[config.mk]
export PLATFORM = sky130hd
export DESIGN_NAME = mmio_timer
export DESIGN_NICKNAME = d
export VERILOG_FILES = /design/src/rtl/mmio_timer.sv
export SDC_FILE = /design/constraint.sdc
export NUM_CORES = 1
export LEC_CHECK = 0
export ABC_CLOCK_PERIOD_IN_PS = 2800
export BUFFER_PORTS_ARGS = -buffer_cell sky130_fd_sc_hd__buf_2
export CORE_ASPECT_RATIO = 0.75
export CORE_MARGIN = 1.5
export CORE_UTILIZATION = 35
export DETAILED_ROUTE_END_ITERATION = 10
export MAX_ROUTING_LAYER = met4
export PLACE_DENSITY = 0.66
export SETUP_SLACK_MARGIN = 0.05
export SLEW_MARGIN = 20
export SYNTH_ARGS = -nofsm -noshare
export SYNTH_HDL_FRONTEND = slang
export SYNTH_SLANG_ARGS = --single-unit
[constraint.sdc]
create_clock -name clk -period 2.8 [get_ports clk]
set_input_delay 0.28 -clock clk [delete_from_list [all_inputs] [get_ports clk]]
set_output_delay 0.28 -clock clk [all_outputs]
set_load 0.05 [all_outputs]
[src/rtl/mmio_timer.sv]
// Memory-mapped down-counting timer with prescaler, one-shot/auto-reload and sticky expiry flag.
// Reads are combinational, writes land on the clock edge, no wait states; optional irq via `MMIO_TIMER_IRQ_EN.
module mmio_timer #(
    parameter logic [7:0] BASE_ADDR  = 8'hFC,
    parameter int         PRESCALE_W = 8
) (
    input  logic        clk,
    input  logic        rst,
    input  logic [7:0]  addr,
    input  logic [31:0] writeData,
    input  logic        memWrite,
    input  logic        memRead,
    output logic [31:0] readData,
    output logic        hit,
    output logic        irq
);

    localparam logic [1:0] OFF_CTRL   = 2'd0;
    localparam logic [1:0] OFF_LOAD   = 2'd1;
    localparam logic [1:0] OFF_COUNT  = 2'd2;
    localparam logic [1:0] OFF_STATUS = 2'd3;

    logic                  en_q, en_d;
    logic                  auto_q, auto_d;
    logic [PRESCALE_W-1:0] presc_q, presc_d;
    logic [PRESCALE_W-1:0] psc_q, psc_d;
    logic [31:0]           load_q, load_d;
    logic [31:0]           count_q, count_d;
    logic                  expired_q, expired_d;
    logic                  ie_cur;

    logic wr_en, wr_ctrl, wr_load, wr_count, wr_status;
    logic tick, expire_set;

    assign hit       = (addr[7:2] == BASE_ADDR[7:2]);
    assign wr_en     = memWrite & hit;
    assign wr_ctrl   = wr_en & (addr[1:0] == OFF_CTRL);
    assign wr_load   = wr_en & (addr[1:0] == OFF_LOAD);
    assign wr_count  = wr_en & (addr[1:0] == OFF_COUNT);
    assign wr_status = wr_en & (addr[1:0] == OFF_STATUS);

    // A bus write to COUNT on a tick edge swallows the tick completely, expiry included.
    assign tick       = en_q & (psc_q == presc_q);
    assign expire_set = tick & ~wr_count & (count_q == 32'd0);

`ifdef MMIO_TIMER_IRQ_EN
    logic ie_q, ie_d;
    logic irq_q, irq_d;

    assign ie_cur = ie_q;
    assign irq    = irq_q;
`else
    assign ie_cur = 1'b0;
    assign irq    = 1'b0;
`endif

    always_comb begin
        en_d      = en_q;
        auto_d    = auto_q;
        presc_d   = presc_q;
        load_d    = load_q;
        count_d   = count_q;
        psc_d     = '0;
`ifdef MMIO_TIMER_IRQ_EN
        ie_d      = ie_q;
`endif

        if (en_q && !tick) begin
            psc_d = psc_q + {{(PRESCALE_W-1){1'b0}}, 1'b1};
        end

        if (tick && !wr_count) begin
            if (count_q != 32'd0) begin
                count_d = count_q - 32'd1;
            end else if (auto_q) begin
                count_d = load_q;
            end else begin
                en_d = 1'b0;
            end
        end

        if (wr_ctrl) begin
            en_d    = writeData[0];
            auto_d  = writeData[1];
            presc_d = writeData[8 +: PRESCALE_W];
`ifdef MMIO_TIMER_IRQ_EN
            ie_d    = writeData[2];
`endif
            if (!en_q) begin
                psc_d = '0;
            end
        end

        if (wr_load) begin
            load_d = writeData;
        end

        if (wr_count) begin
            count_d = writeData;
            psc_d   = '0;
        end

        // Set beats clear when W1C and expiry coincide.
        expired_d = (expired_q & ~(wr_status & writeData[0])) | expire_set;

        if (!en_d) begin
            psc_d = '0;
        end
    end

`ifdef MMIO_TIMER_IRQ_EN
    always_comb begin
        irq_d = expired_d & ie_d;
    end
`endif

    always_ff @(posedge clk or posedge rst) begin
        if (rst) begin
            en_q      <= 1'b0;
            auto_q    <= 1'b0;
            presc_q   <= '0;
            psc_q     <= '0;
            load_q    <= 32'd0;
            count_q   <= 32'd0;
            expired_q <= 1'b0;
        end else begin
            en_q      <= en_d;
            auto_q    <= auto_d;
            presc_q   <= presc_d;
            psc_q     <= psc_d;
            load_q    <= load_d;
            count_q   <= count_d;
            expired_q <= expired_d;
        end
    end

`ifdef MMIO_TIMER_IRQ_EN
    always_ff @(posedge clk or posedge rst) begin
        if (rst) begin
            ie_q  <= 1'b0;
            irq_q <= 1'b0;
        end else begin
            ie_q  <= ie_d;
            irq_q <= irq_d;
        end
    end
`endif

    always_comb begin
        readData = 32'd0;
        if (memRead && hit) begin
            case (addr[1:0])
                OFF_CTRL: begin
                    readData[0]               = en_q;
                    readData[1]               = auto_q;
                    readData[2]               = ie_cur;
                    readData[8 +: PRESCALE_W] = presc_q;
                end
                OFF_LOAD:   readData = load_q;
                OFF_COUNT:  readData = count_q;
                OFF_STATUS: readData = {30'd0, en_q, expired_q};
                default:    readData = 32'd0;
            endcase
        end
    end

endmodule

==> impl_results.md, run 1 <==
* FF-to-FF Start: count_q[18]
* Worst Max-Slew Pin Slew at 0.780 ns
* Class of the worst hold path: in -> async
* Post-Synth Adder-Cell Area at 1.98%
* Ys Warns at 0
* Crit path capture type: register
* Outcome: complete, no violations
* Crit start category: register
* DIE AREA at 15,200 sq um
* Reg-to-reg slack, setup at 0.17 ns
* PortBufs at 76
* DRT Pass-1 Iters at 5
* Avg Inst Size Synth at 9.07 sq um
* P&R area growth vs syn at 19.8%
* Seq/Total Area, Yosys at 41.1%
* Final core occ at 43.6%
* Mapped Area at 5050 sq um
* Worst R2R End: count_q[31]
* Post-Syn Nets at 609
* Cells after Synth at 557
* Post-synth top flop: dfrtp_1
* Final Hold Viols at 0
* CP max stage delay at 0.58 ns
* Compound-Gate Fraction of Synth Area at 17.4%
* Crit share post-route at 94.0%
* Final min period at 2.63 ns
* Largest family of logic cells by synthesized area: simple AND/OR/NAND/NOR gates
* Final setup fails at 0
* Clock root cell: clkbuf_16
* Top-area cell type share of the netlist area at 41.1%
* Share of post-route cells with drive strength above 1 at 28.5%
* Hold Slack at 0.0658 ns
* Die width at 142 um
* HPWL after DPL at 11,000 um
* Worst Skew at 0.00870 ns
* Post-synthesis simple-gate area fraction at 21.4%
* Pwr/cell area at 842 nW/um^2
* Top cells by count, synth: dfrtp_1 (83), nor2_1 (70), nand2_1 (63)
* H-tree depth at 3
* Site Rows at 37
* IO Count at 78
* First-pass GRT wire length at 24,900 um
* RSZ-0062 raised after global routing: false
* Cell family with most CP delay: simple AND/OR/NAND/NOR gates
* Core Box Area at 13,900 sq um
* Avg WL per Cell at 19.1 um
* Xor/xnor share of the synthesized area at 4.33%
* Overall Power at 5.09 mW
* GR Overflow Total at 0
* Clock buffer depth at 2
* Post-DRT Antenna Nets at 0
* P_leak at 2.87 nW
* Overall Global Routing Usage at 21.6%
* Crit-path cells: or4_4 > or3_4 > or3_4 > or3_1 > a311o_1 > nand2_1
* Synth cell types at 55
* Crit path arrival time at 2.91 ns
* Via count at 4,766
* Clk sinks at 83
* Clk slew on worst S/H paths at 0.06 ns
* R2R depth at 6
* Crit path max-delay cell type: or4_4
* Crit-path max FO at 8
* Via density at 5.86
* CTS buffer count at 9
* MaxCap Viol Count at 0
* Setup TNS at 0 ns
* Worst slew margin at 48.0%
* Peak supply drop at 0.473 mV
* GP Congestion at 0.859
* Setup CP Type: reg -> reg
* Postcts setup bufs at 0
* Vias in the first global route at 4,630
* Yosys reg bits at 83
* Initial Util at 36.4%
* Most common cell in the netlist: dfrtp_1
* Worst path most repeated cell: or3_4
* Post-synth EDFFs at 0
* Initial antenna violation count at 0
* Final WL at 15,500 um
* # nets final at 686
* CTS tree: built
* Iteration-0 DRC Markers at 414
* Worst-skew pair later-pin latency at 0.34 ns
* DIE HEIGHT at 107 um
* Largest cells by area after synthesis: dfrtp_1 (41%), mux2_2 (9.1%), a22oi_1 (5.3%)
* Post-synth ARST share at 100%
* Yosys top cell by area: dfrtp_1
* Antenna diode count at 0
* FMAX at 380 MHz
* DRC Markers at 0
* WP buf/inv at 0
* Post-synthesis mux area share at 9.53%
* CP required at 3.07 ns
* Final slew viol count at 0
* Largest net degree at the start of global routing at 55
==> area by class of cell <==
| cell class | count | area [sq um] |
|---|---|---|
| Clock buffer | 9 | 225 |
| Clock inverter | 7 | 68.8 |
| Fill cell | 1365 | 7840 |
| Inverter | 8 | 32.5 |
| Multi-Input combinational cell | 423 | 2800 |
| Sequential cell | 83 | 2080 |
| Tap cell | 175 | 219 |
| Timing Repair Buffer | 109 | 628 |
==> state kept, by name (all words and copies together), names as in the netlist <==
| register | flops |
|---|---|
| load_q | 32 |
| psc_q | 8 |
| presc_q | 8 |
| expired_q | 1 |
| en_q | 1 |
| auto_q | 1 |
| count_q | 32 |
==> kinds of logic after synthesis <==
family | count (synthesis)
other | 1
adder cells (fa/ha/maj) | 8
XOR/XNOR | 25
AO/OA/AOI/OAI | 119
AND/OR/NAND/NOR | 227
multiplexers | 43
flip-flops | 83
buffers and inverters | 51
==> per-layer routing <==
| layer | wire (um) | global-route usage (%) | part of all wire [%] |
|---|---|---|---|
| met4 | 310 | 6.33 | 2.0 |
| met3 | 1160 | 3.53 | 7.5 |
| met5 | 0 | - | 0 |
| met1 | 7140 | 29.8 | 46 |
| met2 | 6930 | 32.8 | 45 |
==> stage by stage <==
step,std cells,worst slack (ns),cell area [sq um]
4_1_cts,814,0.0901,6020
3_5_place_dp,798,0.117,5720
5_1_grt,814,0.103,6050
3_3_place_gp,798,0.160,5720
2_1_floorplan,557,0.104,5060
6_report,814,0.167,6050
==> layout by cell type (no fill, tap or decap), types with 10 or more instances in the layout <==
cell,count
o211ai_1,10
o21ai_0,13
nor4_1,11
nor3_1,11
nor2_1,70
buf_4,33
xor2_1,10
xnor2_1,15
dfrtp_1,83
mux2_2,41
nand2_1,62
a21oi_1,14
nand3_1,29
a22oi_1,36
buf_2,76
or3_1,10
==> worst max path at each step <==
stage,start,to,slack (ns),depth (start not counted)
after global placement,count_q[18],count_q[31],0.16,6
final,count_q[18],count_q[31],0.17,6
after floorplan,addr[5],readData[16],0.10,5
after detailed placement,count_q[18],count_q[31],0.12,6
after CTS,count_q[18],count_q[31],0.09,6
after global routing,count_q[18],count_q[31],0.10,6
==> worst register-to-register path, stage by stage (launching register included) <==
cell	delay, ns
dfrtp_1	0.44
or4_4	0.58
or3_4	0.36
or3_4	0.45
or3_1	0.36
a311o_1	0.32
nand2_1	0.07
==> where the power goes <==
part / switching, mW / internal [mW] / leakage, nW
clock network: 0.509 / 0.688 / 0.141
registers: 0.288 / 1.41 / 1.13
logic: 1.30 / 0.894 / 1.61
total: 2.10 / 3.00 / 2.87
==> what timing repair did <==
| item | in CTS | in global routing |
|---|---|---|
| resized for setup | 0 | 9 |
| endpoints found under the hold margin | 0 | 0 |
| setup endpoints to repair | 0 | 32 |
| hold buffers | 0 | 0 |
(Power assumes the default switching activity.)
==> run 2: changes to the inputs <==
Settings changed: ABC_AREA from default to 1, PLACE_DENSITY 0.66 to 0.65.
==> run 2 against run 1 <==
  * The flow now finishes with violations (design-rule violations)
  * Sequential power fell by 21%
  * Routed wire length increased by 18%
  * Area after synthesis up 17%
  * Cell count rose by 46%
  * Sequential share of layout area down 3.8 points
  * Critical path depth increased by 2
  * Worst hold slack worse by 0.046 ns
  * Fmax up 17%
  * Via count up 26%
  * Core utilization decreased by 1.7 points
  * Flip-flop and latch count is the same
  * Critical endpoint is now readData[0]
  * Largest power group is now registers
==> impl_results.md, run 2 <==
* Pwr/cell area at 567 nW/um^2 (-33%)
* Antenna diode count at 0 (unchanged)
* Post-Syn Nets at 959 (+57%)
* Class of the worst hold path: in -> async
* Mapped Area at 5920 sq um (+17%)
* Via count at 5,990 (+26%)
* Avg Inst Size Synth at 6.53 sq um (-28%)
* Post-DRT Antenna Nets at 0 (unchanged)
* Overall Power at 3.86 mW (-24%)
* Crit path max-delay cell type: clkinv_1
* HPWL after DPL at 13,700 um (+25%)
* Peak supply drop at 0.316 mV (-33%)
* H-tree depth at 3 (unchanged)
* Crit share post-route at 80.4% (-14 points)
* Crit path capture type: primary output
* DIE HEIGHT at 116 um (+8.0%)
* GP Congestion at 0.934 (+8.7%)
* Crit-path cells: buf_2 > inv_1 > ha_1 > clkinv_1 > o22ai_1 > o22ai_1 > nor2_1 > buf_2
* GR Layer Usage met2 at 30.2% (-2.6 points)
* Top-area cell type share of the netlist area at 35.1% (-6.0 points)
* Worst Max-Slew Pin Slew at 0.627 ns (-0.153 ns)
* Postcts setup bufs at 0 (unchanged)
* MaxCap Viol Count at 0 (unchanged)
* Largest regs: count_q (32), load_q (32)
* IO Count at 78 (unchanged)
* Yosys reg bits at 83 (unchanged)
* Setup WS post-layout at 0.549 ns (+0.382 ns)
* Final min period at 2.25 ns (-0.382 ns)
* Cells after Synth at 907 (+63%)
* Iteration-0 DRC Markers at 626 (+51%)
* Reg-to-reg slack, setup at 0.67 ns (+0.50 ns)
* Post-synth EDFFs at 0 (unchanged)
* Die width at 153 um (+8.1%)
* Most frequent cells in the layout: nand2_1 (330), inv_1 (94), nand3_1 (88), dfrtp_1 (83)
* Clk slew on worst S/H paths at 0.07 ns (about the same)
* P_leak at 3.50 nW (+22%)
* Final core occ at 41.8% (-1.7 points)
* Outcome: complete, but fails checks
* Site Rows at 40 (+8.1%)
* Post-synth ARST share at 100% (unchanged)
* Worst-skew pair later-pin latency at 0.35 ns (about the same)
* Crit start category: input pin
* Ys Warns at 0 (unchanged)
* DRC Markers at 5 (+5)
* Yosys top cell by area: dfrtp_1
* Crit-path max FO at 9 (+1)
* FMAX at 444 MHz (+17%)
* Clock root cell: clkbuf_16
* Resized cells post-CTS at 0 (unchanged)
* Leading cell type in the layout, fill and taps excluded: nand2_1
* PortBufs at 76 (unchanged)
* CP max stage delay at 0.36 ns (-0.22 ns)
* P&R area growth vs syn at 14.9%
* Grt peak-use layer: met1
* Crit path arrival time at 1.97 ns (-0.94 ns)
* Worst Skew at 0.00811 ns (-0.000591 ns)
* Most common cell in the netlist: nand2_1
* CTS buffer count at 9 (unchanged)
* Synth cell types at 34 (-38%)
* RSZ-0062 raised after global routing: false
* Worst slew margin at 58.1% (+10 points)
* Seq/Total Area, Yosys at 35.1% (-6.0 points)
* Top cells by count, synth: nand2_1 (330), inv_1 (95), nand3_1 (88)
* Largest net degree at the start of global routing at 84 (+53%)
* Failing checks: design-rule violations
* Via density at 5.05 (-14%)
* Avg WL per Cell at 15.4 um (-19%)
* Post-synth top flop: dfrtp_1
* M3 GR Usage at 4.04% (+0.51 points)
* CP required at 2.52 ns (-0.55 ns)
* Share of post-route cells with drive strength above 1 at 15.3% (-13 points)
* Initial antenna violation count at 0 (unchanged)
* # nets final at 1,023 (+49%)
* Clk sinks at 83 (unchanged)
* Met1 Usage GRT at 34.6% (+4.8 points)
* Final WL at 18,300 um (+18%)
* DIE AREA at 17,700 sq um (+17%)
* DRT Pass-1 Iters at 8 (+3)
* Setup WS pre-CTS at 0.574 ns (+0.458 ns)
* Vias in the first global route at 5,483 (+18%)
* Largest cells by area after synthesis: dfrtp_1 (35%), nand2_1 (21%), nand3_1 (7.4%)
* Overall Global Routing Usage at 22.4% (+0.82 points)
* Core Box Area at 16,300 sq um (+17%)
* Initial Util at 36.4% (about the same)
* GR Overflow Total at 0 (unchanged)
* Final Hold Viols at 0 (unchanged)
* Clock buffer depth at 2 (unchanged)
* Final setup fails at 0 (unchanged)
* Setup TNS at 0 ns (unchanged)
* First-pass GRT wire length at 29,900 um (+20%)
* CTS tree: built
* Hold buffer count at cts at 0 (unchanged)
* Setup CP Type: in -> out
* Final slew viol count at 0 (unchanged)
-- run 2: critical path: cells and delay by family --
family	cells	cell delay, ns
and+or+nand+nor	1	0.13
adders and majority gates	1	0.32
buffers and inverters	4	0.87
AOI/OAI and AO/OA	2	0.36
-- run 2: metal layers --
metal  vias up  wire, um  part of all wire (%)
met5         -         0                     0
met4         0       119                  0.65
met3        12      1380                   7.5
met2       227      7020                    38
met1      2749      9760                    53
li1       3002         -                     -
-- run 2: cells by family (layout without fill, tap and decap cells) --
group | count (synthesis) | count (layout) | share of synthesized area (%)
fa+ha+maj | 8 | 8 | 1.69
simple gates | 545 | 545 | 39.8
other cells | 1 | 1 | 0.0633
flops | 83 | 83 | 35.1
xor+xnor | 14 | 14 | 2.07
compound gates | 114 | 114 | 10.3
mux | 6 | 6 | 1.14
buf+inv | 136 | 205 | 9.87
-- run 2: path summary, 6_finish.rpt --
| kind | depth (start not counted) | startpoint | end |
|---|---|---|---|
| min | 3 | rst | presc_q[1] |
| max reg2reg | 10 | psc_q[6] | count_q[23] |
| min in group clk | 3 | writeData[20] | load_q[20] |
| max | 8 | addr[0] | readData[0] |
| max in group asynchronous | 3 | rst | load_q[23] |
| min reg2reg | 2 | expired_q | expired_q |
-- run 2: area by class of cell --
cell class / count / area [sq um]
well taps: 210 / 263
repair buffers: 87 / 488
clock buffers: 9 / 225
inverters: 102 / 384
multi-input cells: 688 / 3270
fillers: 1729 / 9460
flip-flops and latches: 83 / 2080
clock inverters: 7 / 98.8
-- run 2: through the flow --
step           area [sq um]  instances  hold WS (ns)
6_report               6800       1186        0.0193
3_3_place_gp           6480       1170         0.414
3_5_place_dp           6480       1170         0.418
5_1_grt                6800       1186        0.0531
4_1_cts                6800       1186        0.0454
2_1_floorplan          5920        907         0.401
-- run 2: where the power goes --
| part | internal (mW) | leakage [nW] | switching [mW] |
|---|---|---|---|
| Clock | 0.789 | 0.156 | 0.542 |
| Combinational | 0.370 | 2.36 | 0.802 |
| Sequential | 1.28 | 0.987 | 0.0795 |
==> run 3: changes to the inputs <==
Settings changed: ABC_CLOCK_PERIOD_IN_PS 2800 to 1800.
Clock period 2.8 ns to 1.8 ns, I/O delays scaled along.
==> run 3 against run 2 <==
  * Critical endpoint is now count_q[23]
  * Sequential power increased by 54%
  * Global-route usage increased by 0.30 points
  * Flip-flop and latch count is the same
  * Sequential share of layout area shrank 5.2 points
  * Clock power up 45%
  * Non-clock buffer count rose by 88
  * The flow finishes with violations (design-rule violations, negative setup slack)
  * Largest cell class unchanged
  * Via count up 8.9%
  * Die area stayed put
  * Design area rose by 21%
  * Register-to-register slack worse by 0.69 ns
  * Critical path depth is 4 higher
==> impl_results.md, run 3 (synthesized netlist as in run 2, its figures left out) <==
* Outcome: complete, but fails checks
* Failing checks: design-rule violations, negative setup slack
* Final setup fails at 5 (+5)
* Worst Max-Slew Pin Slew at 0.509 ns (-0.118 ns)
* P_leak at 4.17 nW (+19%)
* Pwr/cell area at 791 nW/um^2 (+39%)
* Setup WS post-layout at -0.0155 ns (-0.564 ns)
* First-pass GRT wire length at 30,600 um (+2.2%)
* CP required at 2.08 ns (-0.44 ns)
* Iteration-0 DRC Markers at 698 (+12%)
* Site Rows at 40 (unchanged)
* Most frequent cells in the layout: nand2_1 (309), inv_1 (84), dfrtp_1 (79), buf_4 (75), buf_2 (67)
* CTS buffer count at 9 (unchanged)
* GP Congestion at 0.966 (+3.5%)
* Class of the worst hold path: in -> reg
* Final Hold Viols at 0 (unchanged)
* Placed Area at 7170 sq um (+11%)
* Via count at 6,522 (+8.9%)
* Sw frac at 38.0% (+1.1 points)
* GR Overflow Total at 0 (unchanged)
* Crit share post-route at 101%
* Final slew viol count at 0 (unchanged)
* Leading cell type in the layout, fill and taps excluded: nand2_1
* Final core occ at 50.6% (+8.8 points)
* WP buf/inv at 3 (-1)
* Initial Util at 36.4% (unchanged)
* Largest net degree at the start of global routing at 84 (unchanged)
* Clock buffer depth at 2 (unchanged)
* FF-to-FF Start: count_q[0]
* Setup TNS at -0.0291 ns (-0.0291 ns)
* Clock root cell: clkbuf_16
* Worst hold stages at 3
* Worst Skew at 0.0106 ns (+0.00245 ns)
* DIE AREA at 17,700 sq um (unchanged)
* Die width at 153 um (unchanged)
* MaxCap Viol Count at 0 (unchanged)
* DRC Markers at 4 (-1)
* Via density at 5.12 (+1.3%)
* Initial antenna violation count at 0 (unchanged)
* Crit path arrival time at 2.10 ns (+0.13 ns)
* Setup WS pre-CTS at -0.0267 ns (-0.601 ns)
* Gate power share at 38.5% (+8.1 points)
* RSZ-0062 raised after global routing: true
* Clk network pwr share at 29.6% (-4.9 points)
* Share of post-route cells with drive strength above 1 at 32.8% (+18 points)
* Crit path max-delay cell type: dfrtp_1
* Overall Power at 6.51 mW (+69%)
* H-tree depth at 3 (unchanged)
* Reg-to-reg slack, setup at -0.02 ns (-0.69 ns)
* IO Count at 78 (unchanged)
* Final Cell Area at 8230 sq um (+21%)
* Crit path capture type: register
* Hold Path Origin: writeData[17]
* Cell family with most CP delay: simple AND/OR/NAND/NOR gates
* Clk slew on worst S/H paths at 0.07 ns (about the same)
* Worst-skew pair later-pin latency at 0.35 ns (about the same)
* Fill count at 1,573 (-9.0%)
* WHS Endpoint: load_q[17]
* Core Box Area at 16,300 sq um (unchanged)
* FMAX at 551 MHz
* Avg WL per Cell at 16.2 um (+5.4%)
* Largest regs: count_q (32), load_q (32)
* R2R depth at 12 (+2)
* Crit start category: register
* Antenna diode count at 0 (unchanged)
* DIE HEIGHT at 116 um (unchanged)
* Overall Global Routing Usage at 22.7% (+0.30 points)
* Internal power at 4.04 mW (+66%)
* HPWL after DPL at 14,300 um (+4.4%)
* Worst slew margin at 66.1% (+8.0 points)
* Final WL at 20,700 um (+13%)
* # nets final at 1,112 (+8.7%)
* Post-DRT Antenna Nets at 0 (unchanged)
* Net Sw Power at 2.47 mW (+74%)
* Crit-path cells: inv_2 > ha_4 > buf_4 > nand2_1 > nor2_1 > nand2_2 > nor2_8 > nand2_4 > nand2_8 > clkbuf_16 > nand2_1 > nand3_1
* Sequential share of power at 31.9% (-3.2 points)
* CTS tree: built
* CP max stage delay at 0.40 ns (+0.04 ns)
* P&R area growth vs syn at 39.0%
* Peak supply drop at 0.453 mV (+43%)
* Setup CP Type: reg -> reg
* DRT Pass-1 Iters at 8 (unchanged)
* Vias in the first global route at 5,797 (+5.7%)
* PortBufs at 76 (unchanged)
* Clk sinks at 83 (unchanged)
* Worst R2R End: count_q[23]
* Final min period at 1.82 ns
* Worst path most repeated cell: nand2_1
* Crit-path max FO at 5 (-4)
## run 3: cell types whose count changed in the layout (fill, tap and decap cells not counted), sizes merged
cell         previous run  this run
clkinv                  5         3
clkbuf                  9        15
bufinv                  2         1
buf                    87       169
dlygate4sd3             0         1
inv                   101       102
clkinvlp                1         2
nand2                 338       339
## run 3: what timing repair did
item                                    CTS  global route
buffers inserted                          0            10
endpoints found under the setup margin   51            54
pin swaps                                 0            41
hold buffers                              1             0
cloned                                    0             7
endpoints found under the hold margin    72             0
gates resized for setup                  25           135
## run 3: routing by layer
metal / global-route usage [%] / up-vias / wire length [um]
met5: - / - / 0
met1: 33.9 / 3050 / 10400
li1: - / 3189 / -
met4: 4.71 / 0 / 221
met3: 3.70 / 20 / 1570
met2: 31.9 / 263 / 8510
## run 3: how the worst max path moves through the flow
stage / from / endpoint / cells past startpoint
2_1_floorplan: addr[0] / readData[8] / 7
3_3_place_gp: count_q[3] / count_q[20] / 8
3_5_place_dp: addr[0] / readData[8] / 8
4_1_cts: addr[1] / readData[15] / 8
5_1_grt: count_q[0] / count_q[8] / 10
6_report: count_q[0] / count_q[23] / 12
## run 3: metrics by stage
| stage | instances | hold slack, ns |
|---|---|---|
| floorplan | 907 | 0.301 |
| global placement | 1241 | 0.347 |
| detailed placement | 1241 | 0.348 |
| CTS | 1258 | 0.0468 |
| global route | 1275 | 0.0559 |
| finish | 1275 | 0.0497 |
## run 3: power by group through the flow
stage	sequential, mW	combinational (mW)	clock, mW
final	2.08	2.50	1.93
after global routing	2.10	2.73	2.03
after CTS	2.07	2.21	1.95
after detailed placement	2.10	2.16	0
after global placement	2.10	2.14	0
after floorplan	2.10	1.35	0
## run 3: area by class of cell
type	count	area (sq um)	area share (%)
inverter	102	400	4.86
multi-input combinational	689	3780	45.9
sequential	83	2080	25.3
clock buffer	10	229	2.78
tap	210	263	3.19
clock inverter	6	70.1	0.851
timing repair buffer	175	1410	17.1
## run 3: worst reg2reg max path, stage by stage (launching register included)
cell and delay [ns]:
dfrtp_1 0.40, inv_2 0.10, ha_4 0.17, buf_4 0.10, nand2_1 0.05, nor2_1 0.13, nand2_2 0.11, nor2_8 0.17
nand2_4 0.09, nand2_8 0.13, clkbuf_16 0.17, nand2_1 0.05, nand3_1 0.08
